### config.mk
export PLATFORM = sky130hd
export DESIGN_NAME = seq_divider8
export DESIGN_NICKNAME = d
export VERILOG_FILES = /design/src/rtl/div_pkg.sv /design/src/rtl/div_step.sv /design/src/rtl/seq_divider8.sv
export SDC_FILE = /design/constraint.sdc
export NUM_CORES = 1
export LEC_CHECK = 0
export CELL_PAD_IN_SITES_DETAIL_PLACEMENT = 1
export CELL_PAD_IN_SITES_GLOBAL_PLACEMENT = 2
export CORE_ASPECT_RATIO = 1.1
export CORE_UTILIZATION = 31
export DETAILED_ROUTE_END_ITERATION = 8
export GPL_TIMING_DRIVEN = 0
export PLACE_DENSITY_LB_ADDON = 0.15
export SYNTH_ARGS = -nofsm -noshare
export SYNTH_HDL_FRONTEND = slang
export SYNTH_SLANG_ARGS = --single-unit
### constraint.sdc
create_clock -name clk -period 2.1 [get_ports clk]
set_input_delay 0.42 -clock clk [delete_from_list [all_inputs] [get_ports clk]]
set_output_delay 0.42 -clock clk [all_outputs]
set_load 0.01 [all_outputs]
### src/rtl/div_pkg.sv
// Shared definitions for the sequential signed divider: operand width,
// FSM state encoding and quotient saturation constants.
package div_pkg;

    localparam int unsigned W = 8;

    localparam logic [W-1:0] QMAX = 8'h7F;
    localparam logic [W-1:0] QMIN = 8'h80;

    typedef enum logic [1:0] {
        IDLE = 2'd0,
        CALC = 2'd1,
        FIX  = 2'd2
    } state_t;

endpackage

### src/rtl/div_step.sv
// One combinational restoring-division iteration on unsigned magnitudes.
module div_step
    import div_pkg::*;
(
    input  logic [W-1:0] rem_i,
    input  logic         dvd_bit_i,
    input  logic [W:0]   dsor_i,
    output logic [W-1:0] rem_o,
    output logic         q_bit_o
);

    logic [W:0] shifted;

    // Incoming remainder is always below |divisor| <= 2^(W-1), so the
    // shifted value fits in W+1 bits and any difference fits back in W.
    always_comb begin
        shifted = {rem_i, dvd_bit_i};
        if (shifted >= dsor_i) begin
            rem_o   = W'(shifted - dsor_i);
            q_bit_o = 1'b1;
        end else begin
            rem_o   = W'(shifted);
            q_bit_o = 1'b0;
        end
    end

endmodule

### src/rtl/seq_divider8.sv
// Sequential signed divider: 2W-bit dividend by W-bit divisor, one restoring
// step per clock, with start/done handshake, saturation and divide-by-zero.
module seq_divider8
    import div_pkg::*;
(
    input  logic             clk,
    input  logic             rst_n,
    input  logic             start,
    input  logic [2*W-1:0]   dividend,
    input  logic [W-1:0]     divisor,
    output logic             busy,
    output logic             done,
    output logic [W-1:0]     quotient,
    output logic [W-1:0]     remainder,
    output logic             div_by_zero,
    output logic             overflow
);

    localparam int unsigned CW = $clog2(2*W);
    localparam logic [2*W-1:0] MAG_NEG = (2*W)'(1) << (W-1);
    localparam logic [2*W-1:0] MAG_POS = MAG_NEG - (2*W)'(1);

    state_t          state_q, state_d;
    logic [2*W-1:0]  dvd_q, dvd_d;
    logic [W:0]      dsor_q, dsor_d;
    logic [W-1:0]    prem_q, prem_d;
    logic [CW-1:0]   cnt_q, cnt_d;
    logic            sdvd_q, sdvd_d;
    logic            sdsor_q, sdsor_d;
    logic [W-1:0]    quot_q, quot_d;
    logic [W-1:0]    rem_q, rem_d;
    logic            dbz_q, dbz_d;
    logic            ovf_q, ovf_d;
    logic            done_q, done_d;

    logic [2*W-1:0]  dvd_mag;
    logic [W:0]      dsor_sx;
    logic [W:0]      dsor_mag;
    logic [W-1:0]    step_rem;
    logic            step_qbit;
    logic            neg_q;
    logic            q_ovf;

    div_step u_step (
        .rem_i     (prem_q),
        .dvd_bit_i (dvd_q[2*W-1]),
        .dsor_i    (dsor_q),
        .rem_o     (step_rem),
        .q_bit_o   (step_qbit)
    );

    always_ff @(posedge clk or negedge rst_n) begin
        if (!rst_n) begin
            state_q <= IDLE;
        end else begin
            state_q <= state_d;
        end
    end

    always_comb begin
        state_d = state_q;
        case (state_q)
            IDLE: if (start) state_d = (divisor == '0) ? FIX : CALC;
            CALC: if (cnt_q == CW'(2*W-1)) state_d = FIX;
            FIX:  state_d = IDLE;
            default: state_d = IDLE;
        endcase
    end

    always_comb begin
        busy   = (state_q != IDLE);
        done_d = (state_q == FIX);
    end

    // The dividend register doubles as the quotient register: MSBs shift
    // out into the step while quotient bits shift in at the LSB.
    always_comb begin
        dvd_mag  = dividend[2*W-1] ? ('0 - dividend) : dividend;
        dsor_sx  = {divisor[W-1], divisor};
        dsor_mag = divisor[W-1] ? ('0 - dsor_sx) : dsor_sx;
        neg_q    = sdvd_q ^ sdsor_q;
        q_ovf    = neg_q ? (dvd_q > MAG_NEG) : (dvd_q > MAG_POS);

        dvd_d   = dvd_q;
        dsor_d  = dsor_q;
        prem_d  = prem_q;
        cnt_d   = cnt_q;
        sdvd_d  = sdvd_q;
        sdsor_d = sdsor_q;
        quot_d  = quot_q;
        rem_d   = rem_q;
        dbz_d   = dbz_q;
        ovf_d   = ovf_q;

        case (state_q)
            IDLE: begin
                if (start) begin
                    dvd_d   = dvd_mag;
                    dsor_d  = dsor_mag;
                    prem_d  = '0;
                    cnt_d   = '0;
                    sdvd_d  = dividend[2*W-1];
                    sdsor_d = divisor[W-1];
                end
            end
            CALC: begin
                dvd_d  = {dvd_q[2*W-2:0], step_qbit};
                prem_d = step_rem;
                cnt_d  = cnt_q + CW'(1);
            end
            FIX: begin
                if (dsor_q == '0) begin
                    quot_d = '0;
                    rem_d  = '0;
                    dbz_d  = 1'b1;
                    ovf_d  = 1'b0;
                end else if (q_ovf) begin
                    quot_d = neg_q ? QMIN : QMAX;
                    rem_d  = '0;
                    dbz_d  = 1'b0;
                    ovf_d  = 1'b1;
                end else begin
                    quot_d = neg_q ? ('0 - dvd_q[W-1:0]) : dvd_q[W-1:0];
                    rem_d  = sdvd_q ? ('0 - prem_q) : prem_q;
                    dbz_d  = 1'b0;
                    ovf_d  = 1'b0;
                end
            end
            default: ;
        endcase
    end

    always_ff @(posedge clk or negedge rst_n) begin
        if (!rst_n) begin
            dvd_q   <= '0;
            dsor_q  <= '0;
            prem_q  <= '0;
            cnt_q   <= '0;
            sdvd_q  <= 1'b0;
            sdsor_q <= 1'b0;
            quot_q  <= '0;
            rem_q   <= '0;
            dbz_q   <= 1'b0;
            ovf_q   <= 1'b0;
            done_q  <= 1'b0;
        end else begin
            dvd_q   <= dvd_d;
            dsor_q  <= dsor_d;
            prem_q  <= prem_d;
            cnt_q   <= cnt_d;
            sdvd_q  <= sdvd_d;
            sdsor_q <= sdsor_d;
            quot_q  <= quot_d;
            rem_q   <= rem_d;
            dbz_q   <= dbz_d;
            ovf_q   <= ovf_d;
            done_q  <= done_d;
        end
    end

    assign done        = done_q;
    assign quotient    = quot_q;
    assign remainder   = rem_q;
    assign div_by_zero = dbz_q;
    assign overflow    = ovf_q;

endmodule

==> summary.txt, run 1 <==
register area share after synthesis - 40.4%
FF-to-FF Start - dvd_q[15]
Final ANT Viol Nets - 0
Final Cycle Share - 97.4%
worst slew pin tran - 0.781 ns
DIE HEIGHT - 117 um
Post-Syn Area - 3720 um2
Antenna Cells - 0
Setup Crit Path Kind - primary input to register
CTS clk-pin slew, worst paths - 0.05 ns
max-cap violations - 0
Post-DP HPWL - 7900 um
DRC viols - 0
PD cells - 1590 nW/um2
Synth area leader - dfrtp_1
placed cell area - 4350 um2
RD Place Congestion - 0.782
CTS H-Tree Depth - 3
crit path launch type - primary input
vias per inst - 5.22
Syn Inst Count - 420
Arr. time, crit path - 2.22 ns
core box area - 11600 um2
Crit. End Element - register
Wirelength per Cell - 16.6 um
CTS tree - yes
flops & latches, synth - 60
commonest non-fill, non-tap cell in the layout - dfrtp_1
DIE WIDTH - 106 um
commonest cells after routing, fill and taps aside - dfrtp_1 (59), nand2_1 (52), clkdlybuf4s50_1 (44)
Initial DRC Count - 74
Hold WC Path Type - primary input to async pin
top-area cell type share of the netlist area - 40.4%
Worst IR Drop VDD - 0.597 mV
Post-CTS Setup Inserts - 0
Mapped Avg Cell Area - 8.85 um2
Synth Warn # - 0
final setup vio count - 0
DP Worst Slack - -0.363 ns
reg-to-reg slack, setup - 0.11 ns
pin count of the biggest net entering global routing - 61
layout cell share with drive strength beyond 1 - 12.7%
Reg2Reg Depth - 7
hold buffers post-CTS - 0
GRT overflow - 0
CP Max Fanout - 5
number of global-route vias before repair - 3398
status - finished clean
GRT Util Overall - 18.1%
Post-synth EDFFs - 0
synth unique cells - 53
Core Rows - 41
cell area after layout - 4790 um2
Slew Limit Headroom - 47.9%
area growth from synthesis to layout - 28.8%
main flop type after synthesis - dfrtp_1
Crit Reg-Reg Endpoint - prem_q[1]
drt total wl - 10400 um
CTS root buf - clkbuf_16
first-pass GRT wire length - 17300 um
CTS max path bufs - 2
clock skew - 0.00858 ns
Async SR Flop Fraction - 100%
Period minus WS final - 2.05 ns
antenna violations before repair - 0
leakage dissipation - 1.98 nW
final net count - 517
Final Util - 41.3%
IO Count - 47
fmax - 489 MHz
Final Slew Violations - 0
Vias - 3286
Pre-Repair DR Iteration Count - 4
die area - 12400 um2
Skew-Pair Late Insertion Delay - 0.32 ns
synthesized net count - 462
Buffers on Ports - 45
Sink Count - 60
Worst Setup Slack, final - 0.0544 ns
Critical Path RT - 2.27 ns
Synth area leaders - dfrtp_1 (40%), xor2_1 (5.7%), o21ai_0 (5.5%)
initial core utilization - 32.1%
Fin. Hold Viols - 0
Num CTS Buffers - 9
-- timing repair --
action / in CTS / in global routing
gates resized for setup: 15 / 24
setup endpoints to repair: 20 / 33
pin swaps: 3 / 2
gates cloned: 0 / 0
-- metal layers --
layer | up-vias | share of wire [%] | global-route usage [%]
met3 | 4 | 2.0 | 4.04
met1 | 1617 | 48 | 23.5
li1 | 1627 | - | -
met2 | 38 | 49 | 30.7
met5 | - | 0 | 0
met4 | 0 | 0.85 | 4.66
-- stage by stage --
| step | cells | total power (W) | setup TNS, ns | hold slack [ns] |
|---|---|---|---|---|
| floorplan | 420 | 0.00456 | 0 | 0.124 |
| global placement | 615 | 0.00570 | -95.92 | 0.468 |
| detailed placement | 615 | 0.00578 | -6.98 | 0.479 |
| CTS | 630 | 0.00751 | 0 | 0.210 |
| global route | 630 | 0.00825 | -0.0126 | 0.220 |
| finish | 630 | 0.00761 | 0 | 0.171 |
-- worst max-delay path, cell delays in order --
cell and delay, ns:
clkdlybuf4s50_1 0.46, or4_1 0.56, or2_4 0.29, o31ai_2 0.22, xor2_1 0.17, a22oi_1 0.10
-- state kept, by name, summed over array words and instances, names as in the netlist, 2 cells and up --
register / cells
quotient: 8
dvd_q: 16
state_q: 2
prem_q: 8
remainder: 8
cnt_q: 4
dsor_q: 9
-- cell usage after synthesis (8+ instances only) --
library cell and instances:
dfrtp_1 60, nand2_1 52, o21ai_0 41, inv_1 26, xor2_1 24, nor2_1 21
a21oi_1 16, o21ai_1 16, clkbuf_1 15, ha_1 14, xnor2_1 11, a22oi_1 10
nand3_1 10, a32o_1 8
-- report_power, final --
group          switching, W  internal, W  total, W
Combinational       0.00226      0.00176   0.00402
Sequential         0.000412      0.00162   0.00203
Clock              0.000527      0.00103   0.00156
-- kinds of logic (layout without fill, tap and decap cells) --
group | Yosys count | count (layout) | share of synthesized area (%)
mux | 3 | 3 | 0.841
compound gates | 132 | 132 | 23.6
fa+ha+maj | 15 | 15 | 5.25
xor+xnor | 35 | 35 | 8.24
simple gates | 128 | 128 | 16.8
flops | 60 | 60 | 40.4
buf+inv | 47 | 107 | 4.91
-- how the worst max path moves through the flow --
stage | startpoint | end | cells past startpoint
floorplan | prem_q[3] | prem_q[1] | 7
global placement | rst_n | dsor_q[4] | 1
detailed placement | start | dvd_q[12] | 7
CTS | dvd_q[15] | prem_q[6] | 9
global route | start | dvd_q[12] | 7
finish | dividend[8] | dvd_q[12] | 6
-- cell type report --
cell class | instances | area [um2]
plain buffers | 19 | 85.1
clock buffers | 9 | 225
clock inverters | 7 | 91.3
fillers | 1386 | 6800
inverters | 27 | 101
multi-input cells | 313 | 2150
flip-flops and latches | 60 | 1500
well taps | 150 | 188
repair buffers | 45 | 448
No activity file was read; power rests on OpenSTA's default activity.
==> run 2, diff against run 1 <==
--- a/config.mk
+++ b/config.mk
@@ -11,7 +11,7 @@
 export CORE_UTILIZATION = 31
 export DETAILED_ROUTE_END_ITERATION = 8
 export GPL_TIMING_DRIVEN = 0
-export PLACE_DENSITY_LB_ADDON = 0.15
+export PLACE_DENSITY = 0.8
 export SYNTH_ARGS = -nofsm -noshare
 export SYNTH_HDL_FRONTEND = slang
 export SYNTH_SLANG_ARGS = --single-unit
==> summary.txt, run 2 (same netlist as run 1, synthesis figures left out) <==
status - finished clean (unchanged)
vias per inst - 5.24 (was 5.22)
CTS tree - yes (unchanged)
number of global-route vias before repair - 3475 (was 3398)
cell area after layout - 4800 um2 (was 4790 um2)
CTS max path bufs - 2 (unchanged)
Critical Path RT - 2.35 ns (was 2.27 ns)
layout cell share with drive strength beyond 1 - 12.5% (was 12.7%)
hold buffers post-CTS - 0 (unchanged)
Crit. End Element - register (unchanged)
Num CTS Buffers - 9 (unchanged)
DIE WIDTH - 106 um (unchanged)
Final Util - 41.4% (was 41.3%)
Hold WC Path Type - primary input to async pin (unchanged)
Skew-Pair Late Insertion Delay - 0.34 ns (was 0.32 ns)
initial core utilization - 32.1% (unchanged)
Pwr Total - 0.00749 W (was 0.00761 W)
crit path launch type - register (was primary input)
reg-to-reg slack, setup - 0.06 ns (was 0.11 ns)
GRT overflow - 0 (unchanged)
leakage dissipation - 2.01 nW (was 1.98 nW)
Finished Layout Cells - 631 (was 630)
Initial DRC Count - 136 (was 74)
Slew Limit Headroom - 60.3% (was 47.9%)
CTS root buf - clkbuf_16 (unchanged)
max-cap violations - 0 (unchanged)
Vias - 3305 (was 3286)
Reg2Reg Depth - 6 (was 7)
Sink Count - 60 (unchanged)
Final ANT Viol Nets - 0 (unchanged)
CTS clk-pin slew, worst paths - 0.06 ns (was 0.05 ns)
Setup TNS Final - 0 ns (unchanged)
pin count of the biggest net entering global routing - 36 (was 61)
clock skew - 0.00657 ns (was 0.00858 ns)
RSZ-0062 raised after global routing - true
largest registers - dvd_q (16), dsor_q (9) (unchanged)
Antenna Cells - 0 (unchanged)
Largest register FFs - 16 (unchanged)
fillers - 1386 (unchanged)
fmax - 490 MHz (was 489 MHz)
placed cell area - 4370 um2 (was 4350 um2)
CTS H-Tree Depth - 3 (unchanged)
placed cells - 616 (was 615)
worst slew pin tran - 0.596 ns (was 0.781 ns)
IO Count - 47 (unchanged)
PD cells - 1560 nW/um2 (was 1590 nW/um2)
commonest non-fill, non-tap cell in the layout - dfrtp_1 (unchanged)
FF-to-FF Start - prem_q[3] (was dvd_q[15])
drt total wl - 10500 um (was 10400 um)
largest reg by FF count - dvd_q (unchanged)
antenna violations before repair - 0 (unchanged)
Pre-Repair DR Iteration Count - 4 (unchanged)
Period minus WS final - 2.04 ns (was 2.05 ns)
die area - 12400 um2 (unchanged)
commonest cells after routing, fill and taps aside - dfrtp_1 (58), nand2_1 (52), clkdlybuf4s50_1 (41) (was dfrtp_1 (59), nand2_1 (52), clkdlybuf4s50_1 (44))
DRC viols - 0 (unchanged)
Core Rows - 41 (unchanged)
Crit Reg-Reg Endpoint - prem_q[1] (unchanged)
Post-DP HPWL - 8030 um (was 7900 um)
RD Place Congestion - 0.797 (was 0.782)
Worst setup startpoint - prem_q[3] (was dividend[8])
core box area - 11600 um2 (unchanged)
Worst IR Drop VDD - 0.470 mV (was 0.597 mV)
Final Slew Violations - 0 (unchanged)
Arr. time, crit path - 2.29 ns (was 2.22 ns)
Setup Crit Path Kind - register to register (was primary input to register)
Post-CTS Setup Inserts - 0 (unchanged)
CP Max Fanout - 9 (was 5)
Buffers on Ports - 45 (unchanged)
first-pass GRT wire length - 17500 um (was 17300 um)
area growth from synthesis to layout - 29.0% (was 28.8%)
DIE HEIGHT - 117 um (unchanged)
final net count - 518 (was 517)
GRT Util Overall - 18.3% (was 18.1%)
Wirelength per Cell - 16.6 um (about the same)
final setup vio count - 0 (unchanged)
Fin. Hold Viols - 0 (unchanged)
Final Cycle Share - 97.2% (was 97.4%)
[run 2: per-stage QoR]
stage | hold WS [ns] | setup slack [ns]
2_1_floorplan | 0.124 | 0.0604
3_3_place_gp | 0.472 | -1.41
3_5_place_dp | 0.465 | -0.434
4_1_cts | 0.105 | 0.00786
5_1_grt | 0.130 | -0.0494
6_report | 0.0836 | 0.0581
[run 2: what timing repair did]
action,CTS,global route
gates cloned,0,0
endpoints found under the setup margin,27,30
hold endpoints to repair,0,0
pin swaps,2,5
resized for setup,17,22
[run 2: where the power goes]
part	internal [W]	switching [W]	total, W
combinational	0.00171	0.00226	0.00397
sequential	0.00162	0.000404	0.00202
clock	0.000923	0.000571	0.00149
total	0.00425	0.00323	0.00749
[run 2: layout make-up]
class	count	area [um2]	area share (%)
Clock buffer	9	225	4.69
Clock inverter	7	75.1	1.56
Multi-Input combinational cell	313	2140	44.7
Timing Repair Buffer	46	473	9.86
Sequential cell	60	1500	31.3
Inverter	27	101	2.11
Buffer	19	87.6	1.83
Tap cell	150	188	3.91
[run 2: critical path, stage by stage (launching register included)]
cell and delay [ns]:
dfrtp_2 0.48, ha_4 0.27, a211oi_2 0.25, o21ai_0 0.15
o21ba_2 0.38, mux2_2 0.36, o221ai_1 0.06
[run 2: how the worst max path moves through the flow]
| stage | end | slack, ns |
|---|---|---|
| after floorplan | prem_q[1] | 0.06 |
| after global placement | dsor_q[6] | -1.41 |
| after detailed placement | dvd_q[9] | -0.43 |
| after CTS | prem_q[5] | 0.008 |
| after global routing | prem_q[1] | -0.05 |
| final | prem_q[1] | 0.06 |
[run 2: routing by layer]
| metal | part of all wire (%) | vias to the layer above | track usage [%] |
|---|---|---|---|
| li1 | - | 1631 | - |
| met1 | 46 | 1611 | 22.4 |
| met2 | 50 | 47 | 32.3 |
| met3 | 2.0 | 16 | 2.60 |
| met4 | 1.9 | 0 | 8.04 |
| met5 | 0 | - | 0 |
